File: src/rtl/period_meter.sv
// Measures the period and high time of a slow asynchronous square wave in
// master-clock cycles; each completed period is reported with a one-cycle pulse.
module period_meter #(
    parameter int unsigned CNT_WIDTH = 28,
    parameter int unsigned TIMEOUT   = 200000000
) (
    input  logic                 clk,
    input  logic                 rst,
    input  logic                 sig_in,
    output logic [CNT_WIDTH-1:0] meas_period,
    output logic [CNT_WIDTH-1:0] meas_high,
    output logic                 meas_valid,
    output logic                 timeout,
    output logic                 active
);

    localparam logic [CNT_WIDTH-1:0] TIMEOUT_CNT = CNT_WIDTH'(TIMEOUT);
    localparam logic [CNT_WIDTH-1:0] ONE         = CNT_WIDTH'(1);

    typedef enum logic {
        IDLE    = 1'b0,
        MEASURE = 1'b1
    } state_t;

    state_t               state;
    logic                 s1;
    logic                 s2;
    logic                 s3;
    logic [1:0]           fill;
    logic                 rise;
    logic [CNT_WIDTH-1:0] cnt;
    logic [CNT_WIDTH-1:0] hcnt;

    // Until the synchronizer holds real samples, s3 follows s1 so that s3
    // equals s2 once s2 first carries sig_in: a level already high at reset
    // release is not mistaken for a rising edge.
    always_ff @(posedge clk or posedge rst) begin
        if (rst) begin
            s1   <= 1'b0;
            s2   <= 1'b0;
            s3   <= 1'b1;
            fill <= 2'b00;
        end else begin
            s1   <= sig_in;
            s2   <= s1;
            s3   <= fill[1] ? s2 : s1;
            fill <= {fill[0], 1'b1};
        end
    end

    assign rise = s2 & ~s3;

    always_ff @(posedge clk or posedge rst) begin
        if (rst) begin
            state       <= IDLE;
            cnt         <= '0;
            hcnt        <= '0;
            meas_period <= '0;
            meas_high   <= '0;
            meas_valid  <= 1'b0;
            timeout     <= 1'b0;
            active      <= 1'b0;
        end else begin
            meas_valid <= 1'b0;
            case (state)
                IDLE: begin
                    if (rise) begin
                        cnt    <= ONE;
                        hcnt   <= ONE;
                        state  <= MEASURE;
                        active <= 1'b1;
                    end
                end
                MEASURE: begin
                    // A rise wins over the timeout check, so a period of
                    // exactly TIMEOUT is still reported.
                    if (rise) begin
                        meas_period <= cnt;
                        meas_high   <= hcnt;
                        meas_valid  <= 1'b1;
                        timeout     <= 1'b0;
                        cnt         <= ONE;
                        hcnt        <= ONE;
                    end else if (cnt == TIMEOUT_CNT) begin
                        timeout <= 1'b1;
                        state   <= IDLE;
                        active  <= 1'b0;
                    end else begin
                        cnt  <= cnt + ONE;
                        hcnt <= hcnt + CNT_WIDTH'(s2);
                    end
                end
                default: begin
                    state  <= IDLE;
                    active <= 1'b0;
                end
            endcase
        end
    end

endmodule

File: config.mk
export PLATFORM = sky130hd
export DESIGN_NAME = period_meter
export DESIGN_NICKNAME = d
export VERILOG_FILES = /design/src/rtl/period_meter.sv
export SDC_FILE = /design/constraint.sdc
export NUM_CORES = 1
export LEC_CHECK = 0
export CORE_UTILIZATION = 56
export DETAILED_ROUTE_END_ITERATION = 16
export GPL_TIMING_DRIVEN = 0
export PLACE_DENSITY = 0.8
export SLEW_MARGIN = 20
export SYNTH_ARGS = -nofsm -noshare
export SYNTH_HDL_FRONTEND = slang
export SYNTH_SLANG_ARGS = --single-unit
File: constraint.sdc
create_clock -name clk -period 5.06 [get_ports clk]
set_clock_uncertainty 0.05 [all_clocks]
set_input_delay 0.759 -clock clk [delete_from_list [all_inputs] [get_ports clk]]
set_output_delay 0.759 -clock clk [all_outputs]
set_load 0.05 [all_outputs]
---- After elaboration in Yosys (flattened, before gate mapping) ----
Cells that the tools add are included.
storage, ports and cells
  word-level logic and storage cells ...... 46
  register bits after elaboration ......... 121
cells by class
  equality and inequality tests ........... 5
  reduce and logical (&&, ||, !) cells .... 5
  $add $sub $neg .......................... 2
  muxes and demuxes ....................... 19
  bitwise logic cells ..................... 3
operators with widths
  kind                                                              count
  28-bit two-way mux                                                5
  28-bit one-hot mux with 2 select lines                            2
  28-bit by 1-bit adder with 28-bit output                          1
  28-bit by 1-bit adder with 28-bit output (second input constant)  1
  28-bit == test (second input constant)                            1
  1-bit two-way mux                                                 10
  2-bit AND reduction                                               3
  2-bit != test (second input constant)                             2
  1-bit one-hot mux with 2 select lines                             2
  3-bit != test (second input constant)                             1
  3-bit AND reduction                                               1
  2-bit by 1-bit != test with 1-bit output (second input constant)  1
  1-bit inverter                                                    2
  2-bit nonzero test                                                1
  1-bit bitwise AND                                                 1

---- Depth between registers and ports, before layout ----
  depth after elaboration ................. 4
  gate-level depth with buffers ........... 9
  depth with buffers taken out ............ 7

---- Worst setup path before layout ----
Ideal clock, no wire load.
  kind .................................... register to register
  start ................................... register s2
  end ..................................... register hcnt[18]
  path slack .............................. 2.804 ns
  arrival time ............................ 2.140 ns
  clock period less this slack ............ 2.256 ns
  cell stages (with the launch flop) ...... 8
  path through ............................ dfrtp_1 > ha_1 > nand3_2 > or4_1 > buf_2 > or3_1 > or4_1 > nand2_1
between the ends
  word-level cells in the longest chain between the ends .. 4
  elaborated cells on any way between the ends .. 8
ends and longest elaborated chain
  item                                      line  text
  from (decl)                               27    logic s2;
  from (signal assigned)                    40    s2 <= 1'b0;
  from (signal assigned)                    45    s2 <= s1;
  28-bit by 1-bit adder with 28-bit output  90    hcnt <= hcnt + CNT_WIDTH'(s2);
  28-bit two-way mux                        84    end else if (cnt == TIMEOUT_CNT) begin
  28-bit two-way mux                        77    if (rise) begin
  28-bit one-hot mux with 2 select lines    65    case (state)
  to (signal assigned)                      90
  to (decl)                                 32    logic [CNT_WIDTH-1:0] hcnt;
Several ways; a longest one is shown, not always the timed one. The select of a mux whose other input is x is not followed.
A chain may end at the register's enable or synchronous reset.

---- Worst setup path in the final report ----
  start ................................... register cnt[15]
  end ..................................... register cnt[9]
between the ends
  word-level cells in the longest chain between the ends .. 3
ends and longest elaborated chain
  item                           line  text
  from (decl)                    31    logic [CNT_WIDTH-1:0] cnt;
  from (signal assigned)         89    cnt <= cnt + ONE;
  28-bit == test                 84
  3-bit != test (no line)        --
  2-bit AND reduction (no line)  --
Every way passes these cells.

==> impl_metrics.ini <==
[setup_path]
critPathMaxFanout = 10
critPathKind = reg2reg
critPathCaptureType = flip-flop
critPathArrivalTime_ns = 3.04
cp.required_ns = 5.44
cp-start-kind = flip-flop

[floorplanning]
die-area_sq_um = 9920
num_rows = 35
die_h_microns = 99.6
die_w_microns = 99.6
start_util_pct = 57.7
ioPinCount = 62
coreArea_sq_um = 9240

[logic_synthesis]
yosysWarningCount = 0
ys_ff_latch = 121
synthTopCellsByArea = dfrtp_1 56%, mux2_2 11%, nand2_1 2.5%, nor2_1 2.5%, nand4_1 2.3%
avgSynthCellArea_sq_um = 11.2
synth_most_common_cell = dfrtp_1
synth_nets = 485
yosysSeqAreaShare_pct = 56.8
syn_inst = 478
synth_commonest_cells = 120 x dfrtp_1, 52 x mux2_2, 36 x nand2_1, 36 x nor2_1, 23 x a21oi_1
synthFlopType = dfrtp_1
syn-cell-area_sq_um = 5340
synth.top_cell.area_share_pct = 56.3
synth.distinct_cells = 42
synth-edff-count = 0
synth_top_area_cell = dfrtp_1
async_flop_share_pct = 100

[power_and_ir_drop]
pwr-share-seq_pct = 39.7
cellLeakagePower_uw = 0.00300
pwr-share-comb_pct = 11.3
pwr-share-clk_pct = 48.9
cellPowerDensity_nw_per_um2 = 400
vdd_drop_max_uv = 340
sw_frac_of_total_pct = 25.2
p_sw_uw = 685
p_int_uw = 2040

[global_route]
grt_start_max_net_pins = 70
grt_usage_pct = 27.2
grt_first_pass_wirelength_microns = 20600
grt.overflow.total = 0
antenna_found_initial = 0
grt_pass1_vias = 4130

[timing]
setup_viol = 0
fmax_ghz = 0.376
rsz0062_at_grt = false
layout_setup_ws_ns = 2.40
hold_viol = 0
relSlewSlack_pct = 42.1
worstMarginPinSlew_ns = 0.862
period_share_pct = 52.5
fin_crit_ns = 2.66
hold_ws_ns = 0.301
drv_slew = 0

[clock_tree]
cts_root_buffer = clkbuf_8
ctsHoldBuffers = 0
postCtsSetupBuffers = 0
numCtsBuffers = 17
htree_levels = 4
insertion_delay_ns = 0.53
clockBufferDepth = 2
cts.sinks = 121
clk_pin_slew_ns = 0.06
post_cts_resized = 0
cts_tree = yes

[placement]
post-place-ws_ns = 2.56
portBuffers = 61
hpwlAfterDp_microns = 7740
routabilityCongestion = 0.912

[finish]
multi_input_area_sq_um = 2190
nets = 566
syn_to_final_growth_pct = 27.6
fin_util_pct = 73.7
diodes = 0
drive_above_1_share_pct = 16.8
regArea_sq_um = 3030
nFillCells = 621

[detailed_routing]
dr.pass1.iters = 5
post-route-drc-count = 0
post_drt_wl_per_cell_microns = 17.7
viasPerCell = 5.96
routed_wl_microns = 12400
final_antenna_net_count = 0
drt-initial-drc-count = 387
num_vias = 4181

[worst_hold_path]
min_path_type = reg2reg

[run]
maxCapViolCount = 0

[status]
status = finished clean
[critical path, stage by stage (launching register included)]
cell and delay, ns:
dfrtp_1 0.44, and4_1 0.22, clkbuf_1 0.26, nand4_1 0.37, o21ai_1 0.38, buf_2 0.29
buf_2 0.30, o21ai_0 0.13, a21oi_1 0.13
[layout make-up]
cell class / count / share of cell area, %
clock buffers: 22 / 6.95
clock inverters: 10 / 2.76
multi-input cells: 325 / 32.2
well taps: 129 / 2.37
flip-flops and latches: 121 / 44.5
repair buffers: 62 / 9.37
inverters: 8 / 0.515
plain buffers: 24 / 1.38
[power by group through the flow]
stage / Combinational, uW / Sequential, uW / Clock [uW]
2_1_floorplan: 119 / 1180 / 0
3_3_place_gp: 297 / 1090 / 0
3_5_place_dp: 308 / 1100 / 0
4_1_cts: 311 / 1080 / 1350
5_1_grt: 332 / 1090 / 1400
6_report: 308 / 1080 / 1330
[path summary, 6_finish.rpt]
kind / cells after the start / slack (ns) / to / start
worst max-delay path: 8 / 2.40 / cnt[9] / cnt[15]
worst min-delay path: 0 / 0.30 / fill[1] / fill[0]
worst max register to register: 8 / 2.40 / cnt[9] / cnt[15]
worst min register to register: 0 / 0.30 / fill[1] / fill[0]
max in group asynchronous: 3 / 3.62 / s3 / rst
min in group asynchronous: 2 / 0.62 / meas_high[25] / rst
[layer usage]
metal	global-route usage, %	up-vias	wire length [microns]
met5	0	-	0
met4	12.1	0	325
met3	6.82	37	691
met2	43.3	190	6070
met1	35.5	2068	5330
li1	-	1886	-
[cells by family (layout without fill, tap and decap cells)]
| family | count (synthesis) | after routing | share of synthesized area [%] |
|---|---|---|---|
| flip-flops | 121 | 121 | 56.8 |
| XOR/XNOR | 23 | 23 | 3.78 |
| buffers and inverters | 32 | 126 | 2.32 |
| multiplexers | 53 | 53 | 11.2 |
| other | 1 | 1 | 0.0703 |
| AND/OR/NAND/NOR | 176 | 176 | 17.4 |
| AO/OA/AOI/OAI | 68 | 68 | 7.55 |
| adder cells (fa/ha/maj) | 4 | 4 | 0.938 |
[metrics by stage]
| stage | area, sq um | power [uW] | instances | TNS [ns] |
|---|---|---|---|---|
| 5_1_grt | 6810 | 2820 | 701 | 0 |
| 3_5_place_dp | 6140 | 1400 | 669 | 0 |
| 4_1_cts | 6800 | 2740 | 701 | 0 |
| 6_report | 6810 | 2720 | 701 | 0 |
| 3_3_place_gp | 6110 | 1390 | 668 | -63.87 |
| 2_1_floorplan | 5340 | 1290 | 478 | 0 |
[cell usage in the layout (no fill, tap or decap), types with 20 or more instances in the layout]
master           Yosys  layout
dfrtp_1            120     120
clkdlybuf4s50_1      0      61
mux2_2              52      52
nand2_1             36      36
nor2_1              36      36
a21oi_1             23      23
nand3_1             21      21
o21ai_0             21      21
nand4_1             20      20
[flip-flops by register name (all words and copies together) (netlist names)]
| signal | count |
|---|---|
| active | 1 |
| cnt | 28 |
| fill | 2 |
| hcnt | 28 |
| meas_high | 28 |
| meas_period | 28 |
| meas_valid | 1 |
| s1 | 1 |
| s2 | 1 |
| s3 | 1 |
| state | 1 |
| timeout | 1 |
Note: power is estimated with default switching activity, not from simulation.
==> variant 1: new RTL, config.mk and constraints unchanged <==
`TIMEOUT`: 200000000 -> 150000000.
--- a/src/rtl/period_meter.sv
+++ b/src/rtl/period_meter.sv
@@ -2,7 +2,7 @@
 // master-clock cycles; each completed period is reported with a one-cycle pulse.
 module period_meter #(
     parameter int unsigned CNT_WIDTH = 28,
-    parameter int unsigned TIMEOUT   = 200000000
+    parameter int unsigned TIMEOUT   = 150000000
 ) (
     input  logic                 clk,
     input  logic                 rst,
Function: no difference found for any inputs over 10 cycles, from zero or initial values and one cycle with rst high; that may be too few to reach the edited logic, so the function may still have changed.
==> variant 1 against the original RTL <==
Count of clock-buffer cells in the layout fell by 3. Synthesized cell count is 1.7% lower. Total power down 8.2%. Combinational power is 2% lower. Cell area grew 0.59%. Sequential cell count is the same. Setup slack improved by 120 ps. Routed wire length is 0.99% higher. Hold slack gained 12 ps. Die area rose by 3.0%. Critical path depth fell by 7. Maximum frequency grew 4.6%. Largest cell class unchanged. Synthesized area increased by 3.1%. Largest power group unchanged.
==> variant 1: results (changes against the original RTL) <==
Global routing
  – GR Util met3: 6.24% (was 6.82%)
  – M2 GR Usage: 43.4% (was 43.3%)
  – GRT Util Overall: 27.2% (about the same)
  – Vias in the first global route: 4338 (was 4130)

Drt
  – Total Wirelength: 12500 um (was 12400 um)
  – Met1 wire length: 5390 um (was 5330 um)
  – Vias: 4157 (was 4181)
  – Met2 wire length: 6200 um (was 6070 um)

Pwr
  – LEAKAGE: 3.01 nW (was 3.00 nW)
  – Switching Fraction: 28.0% (was 25.2%)
  – Max IR drop VDD: 0.277 mV (was 0.340 mV)
  – Comb pwr share: 12.1% (was 11.3%)

Worst setup path
  – Slowest stage cell, crit path: clkdlybuf4s50_1 (was dfrtp_1)
  – FF-to-FF Start: cnt[0]$_DFFE_PP0P_ (was cnt[15]$_DFFE_PP0P_)
  – Largest stage delay, worst path: 820 ps (was 440 ps)
  – Worst reg2reg path depth: 9 (was 8)
  – Crit path launch: active$_DFFE_PP0P_ (was cnt[15]$_DFFE_PP0P_)
  – Crit path max fanout: 3 (was 10)
  – R2R Setup Slk: 2670 ps (was 2400 ps)

Synth
  – Synth cell count leaders: 120 x dfrtp_1, 52 x mux2_2, 34 x nand2_1 (was 120 x dfrtp_1, 52 x mux2_2, 36 x nand2_1, 36 x nor2_1, 23 x a21oi_1)
  – Top cells by area, synth: dfrtp_1 55%, mux2_2 11%, nand2_1 2.3% (was dfrtp_1 56%, mux2_2 11%, nand2_1 2.5%)
  – Syn nets: 477 (was 485)
  – Yosys cell types: 49 (was 42)

Placed design
  – RD Place Congestion: 0.872 (was 0.912)

Run status
  – Outcome: completed (unchanged)
==> variant 1: cells by family (layout without fill, tap and decap cells) <==
family                   count (synthesis)  in the layout  synth area share (%)
AO/OA/AOI/OAI                           71             71                  8.21
XOR/XNOR                                27             27                  4.30
adder cells (fa/ha/maj)                  4              4                 0.910
buffers and inverters                   31            124                  2.64
flip-flops                             121            121                  55.1
multiplexers                            54             54                  11.0
other                                    1              1                0.0682
AND/OR/NAND/NOR                        161            161                  17.8
==> variant 1: through the flow <==
| stage | setup slack [ps] | total power [mW] | TNS [ps] |
|---|---|---|---|
| 6_report | 2520 | 2.50 | 0 |
| 3_5_place_dp | 2730 | 1.40 | 0 |
| 3_3_place_gp | -481 | 1.39 | -56890 |
| 2_1_floorplan | 1040 | 1.29 | 0 |
| 4_1_cts | 2520 | 2.50 | 0 |
| 5_1_grt | 2500 | 2.58 | 0 |
==> variant 1: worst min path at each step <==
stage                      startpoint                end  slack, ps  depth (start not counted)
global route        fill[0]$_DFF_PP0_  fill[1]$_DFF_PP0_        330                          0
finish              fill[0]$_DFF_PP0_  fill[1]$_DFF_PP0_        310                          0
floorplan           fill[0]$_DFF_PP0_  fill[1]$_DFF_PP0_        280                          0
CTS                 fill[0]$_DFF_PP0_  fill[1]$_DFF_PP0_        310                          0
global placement    fill[0]$_DFF_PP0_  fill[1]$_DFF_PP0_        280                          0
detailed placement  fill[0]$_DFF_PP0_  fill[1]$_DFF_PP0_        300                          0
==> variant 1: cell type report <==
type / count / area (um^2) / share of cell area (%)
clock buffers: 19 / 442 / 6.45
repair buffers: 62 / 638 / 9.32
flip-flops and latches: 121 / 3030 / 44.2
well taps: 129 / 161 / 2.36
plain buffers: 24 / 119 / 1.74
multi-input cells: 318 / 2320 / 34.0
inverters: 7 / 31.3 / 0.457
clock inverters: 12 / 101 / 1.48
==> variant 2: new RTL, config.mk and constraints unchanged <==
Made on the original files. Compare `cnt` against `TIMEOUT_CNT` with >= in place of ==.
--- a/src/rtl/period_meter.sv
+++ b/src/rtl/period_meter.sv
@@ -81,7 +81,7 @@
                         timeout     <= 1'b0;
                         cnt         <= ONE;
                         hcnt        <= ONE;
-                    end else if (cnt == TIMEOUT_CNT) begin
+                    end else if (cnt >= TIMEOUT_CNT) begin
                         timeout <= 1'b1;
                         state   <= IDLE;
                         active  <= 1'b0;
Function: no difference found for any inputs over 10 cycles, from zero or initial values and one cycle with rst high; that may be too few to reach the edited logic, so the function may still have changed.
==> variant 2 against the original RTL <==
Cell area increased by 0.94%. Synthesized cell count is 4.6% higher. Setup slack worse by 160 ps. Final cell count grew 3.1%. Critical path depth rose by 1. Clock power decreased by 14%. Sequential cell count did not move. Global-route usage up 0.87 points. Routed wire length grew 6.7%. Total power decreased by 4.8%. Synthesized area grew 2.9%. Critical endpoint is now hcnt[3]$_DFFE_PP0P_. Largest cell class unchanged.
==> variant 2: results (changes against the original RTL) <==
Pwr
  – Max IR drop VDD: 0.337 mV (was 0.340 mV)
  – Switching Fraction: 28.8% (was 25.2%)
  – LEAKAGE: 2.95 nW (was 3.00 nW)

Drt
  – Drt initial violations: 295 (was 387)
  – Vias: 4486 (was 4181)
  – WL per Instance: 18.3 um (was 17.7 um)

Worst setup path
  – Crit path max fanout: 10 (unchanged)
  – Critical Path AT: 3200 ps (was 3040 ps)
  – FF-to-FF Start: cnt[20]$_DFFE_PP0P_ (was cnt[15]$_DFFE_PP0P_)
  – R2R Setup Slk: 2240 ps (was 2400 ps)

Global routing
  – Vias in the first global route: 4346 (was 4130)
  – Largest net degree at the start of global routing: 76 (was 70)
  – GRT Util Overall: 28.1% (was 27.2%)
  – First-pass GRT wire length: 21800 um (was 20600 um)

Synth
  – Yosys cell types: 48 (was 42)
  – Syn nets: 507 (was 485)
  – Adder-Cell Fraction of Synth Area: 0.912% (was 0.938%)
  – Synth Instances: 500 (was 478)
  – Mux cell area share after synthesis: 11.1% (was 11.2%)
  – Top cells by area, synth: dfrtp_1 55%, mux2_2 10%, a21oi_1 3.6% (was dfrtp_1 56%, mux2_2 11%, nand2_1 2.5%)
  – Synth Warn #: 0 (unchanged)
  – Sequential area share after synthesis: 55.2% (was 56.8%)
  – Synth cell count leaders: 120 x dfrtp_1, 49 x mux2_2, 49 x nand2_1 (was 120 x dfrtp_1, 52 x mux2_2, 36 x nand2_1, 36 x nor2_1, 23 x a21oi_1)
  – Synth Area in Compound Gates: 11.9% (was 7.55%)
  – Synth Area in XOR/XNOR: 0.479% (was 3.78%)

Placed design
  – RD Place Congestion: 0.838 (was 0.912)
  – Inst Count DP: 691 (was 669)
  – IO Port Bufs: 61 (unchanged)
  – DPL Wire Length: 8600 um (was 7740 um)

STA
  – Worst-Margin Slew: 931 ps (was 862 ps)

Min path
  – Worst Hold Class: flop to flop (unchanged)

Cells and area
  – Final #Nets: 588 (was 566)
  – Final Non-Filler Cells: 723 (was 701)
  – Fraction of layout cells with a size suffix above 1: 16.2% (was 16.8%)

Clock tree
  – Clk buf depth: 2 (unchanged)
  – Root buf cell: clkbuf_8 (unchanged)
  – Post-CTS Resized: 0 (unchanged)
  – Post-CTS Repair Setup Buffers: 0 (unchanged)

Run status
  – Outcome: completed (unchanged)
variant 2: cell count changes in the layout (fill, tap and decap cells not counted), sizes merged, moves of 6 or more:
cell	delta
xnor2	-9
nand2	+13
nand2b	+7
o31ai	+9
nor2	-25
or4	+14
buf	-6
xor2	-11
clkbuf	+6
a21oi	+17
nand4	-8
variant 2: worst paths after layout:
path                                       end  cells past startpoint
min in group asynchronous  hcnt[7]$_DFFE_PP0P_                      2
max                        hcnt[3]$_DFFE_PP0P_                      9
max reg2reg                hcnt[3]$_DFFE_PP0P_                      9
min                          fill[1]$_DFF_PP0_                      0
max in group asynchronous  cnt[20]$_DFFE_PP0P_                      3
min reg2reg                  fill[1]$_DFF_PP0_                      0
variant 2: per-stage QoR:
step	hold slack [ps]	cell area [um^2]	setup WS [ps]	power [mW]	setup TNS (ps)
floorplan	281	5490	1040	1.32	0
detailed placement	294	6290	2410	1.44	0
CTS	308	6860	2350	2.59	0
global placement	286	6260	-597	1.43	-70720
finish	305	6870	2240	2.59	0
global route	312	6870	2030	2.67	0
variant 2: final cells by class:
type,instances,area [um^2]
clock inverters,15,155
repair buffers,62,638
well taps,129,161
clock buffers,17,414
fillers,650,2500
multi-input cells,339,2290
plain buffers,29,133
inverters,11,46.3
flip-flops and latches,121,3030
variant 2: worst max-delay path, stage by stage, from the launching register on:
cell and delay (ps):
dfrtp_1 330, clkbuf_1 330, nand3_1 210, o21ai_1 430
a21o_1 150, buf_6 150, buf_2 250, clkbuf_1 440
o21ai_0 220, a21oi_1 170
variant 2: power by group through the flow:
stage / sequential (mW) / clock [mW] / combinational, mW
finish: 1.08 / 1.15 / 0.353
global route: 1.09 / 1.20 / 0.381
CTS: 1.08 / 1.15 / 0.354
detailed placement: 1.09 / 0 / 0.350
global placement: 1.09 / 0 / 0.338
floorplan: 1.19 / 0 / 0.138
variant 2: logic make-up after synthesis:
logic type               count (synthesis)
AND/OR/NAND/NOR                        170
adder cells (fa/ha/maj)                  4
flip-flops                             121
other                                    1
XOR/XNOR                                 3
multiplexers                            55
buffers and inverters                   40
AO/OA/AOI/OAI                          106
variant 2: metal layers:
| metal | vias to the layer above | GRT usage (%) | share of wire [%] |
|---|---|---|---|
| li1 | 2005 | - | - |
| met1 | 2253 | 36.9 | 42 |
| met2 | 193 | 44.7 | 48 |
| met3 | 35 | 6.17 | 6.8 |
| met4 | 0 | 12.9 | 2.6 |
| met5 | - | 0 | 0 |
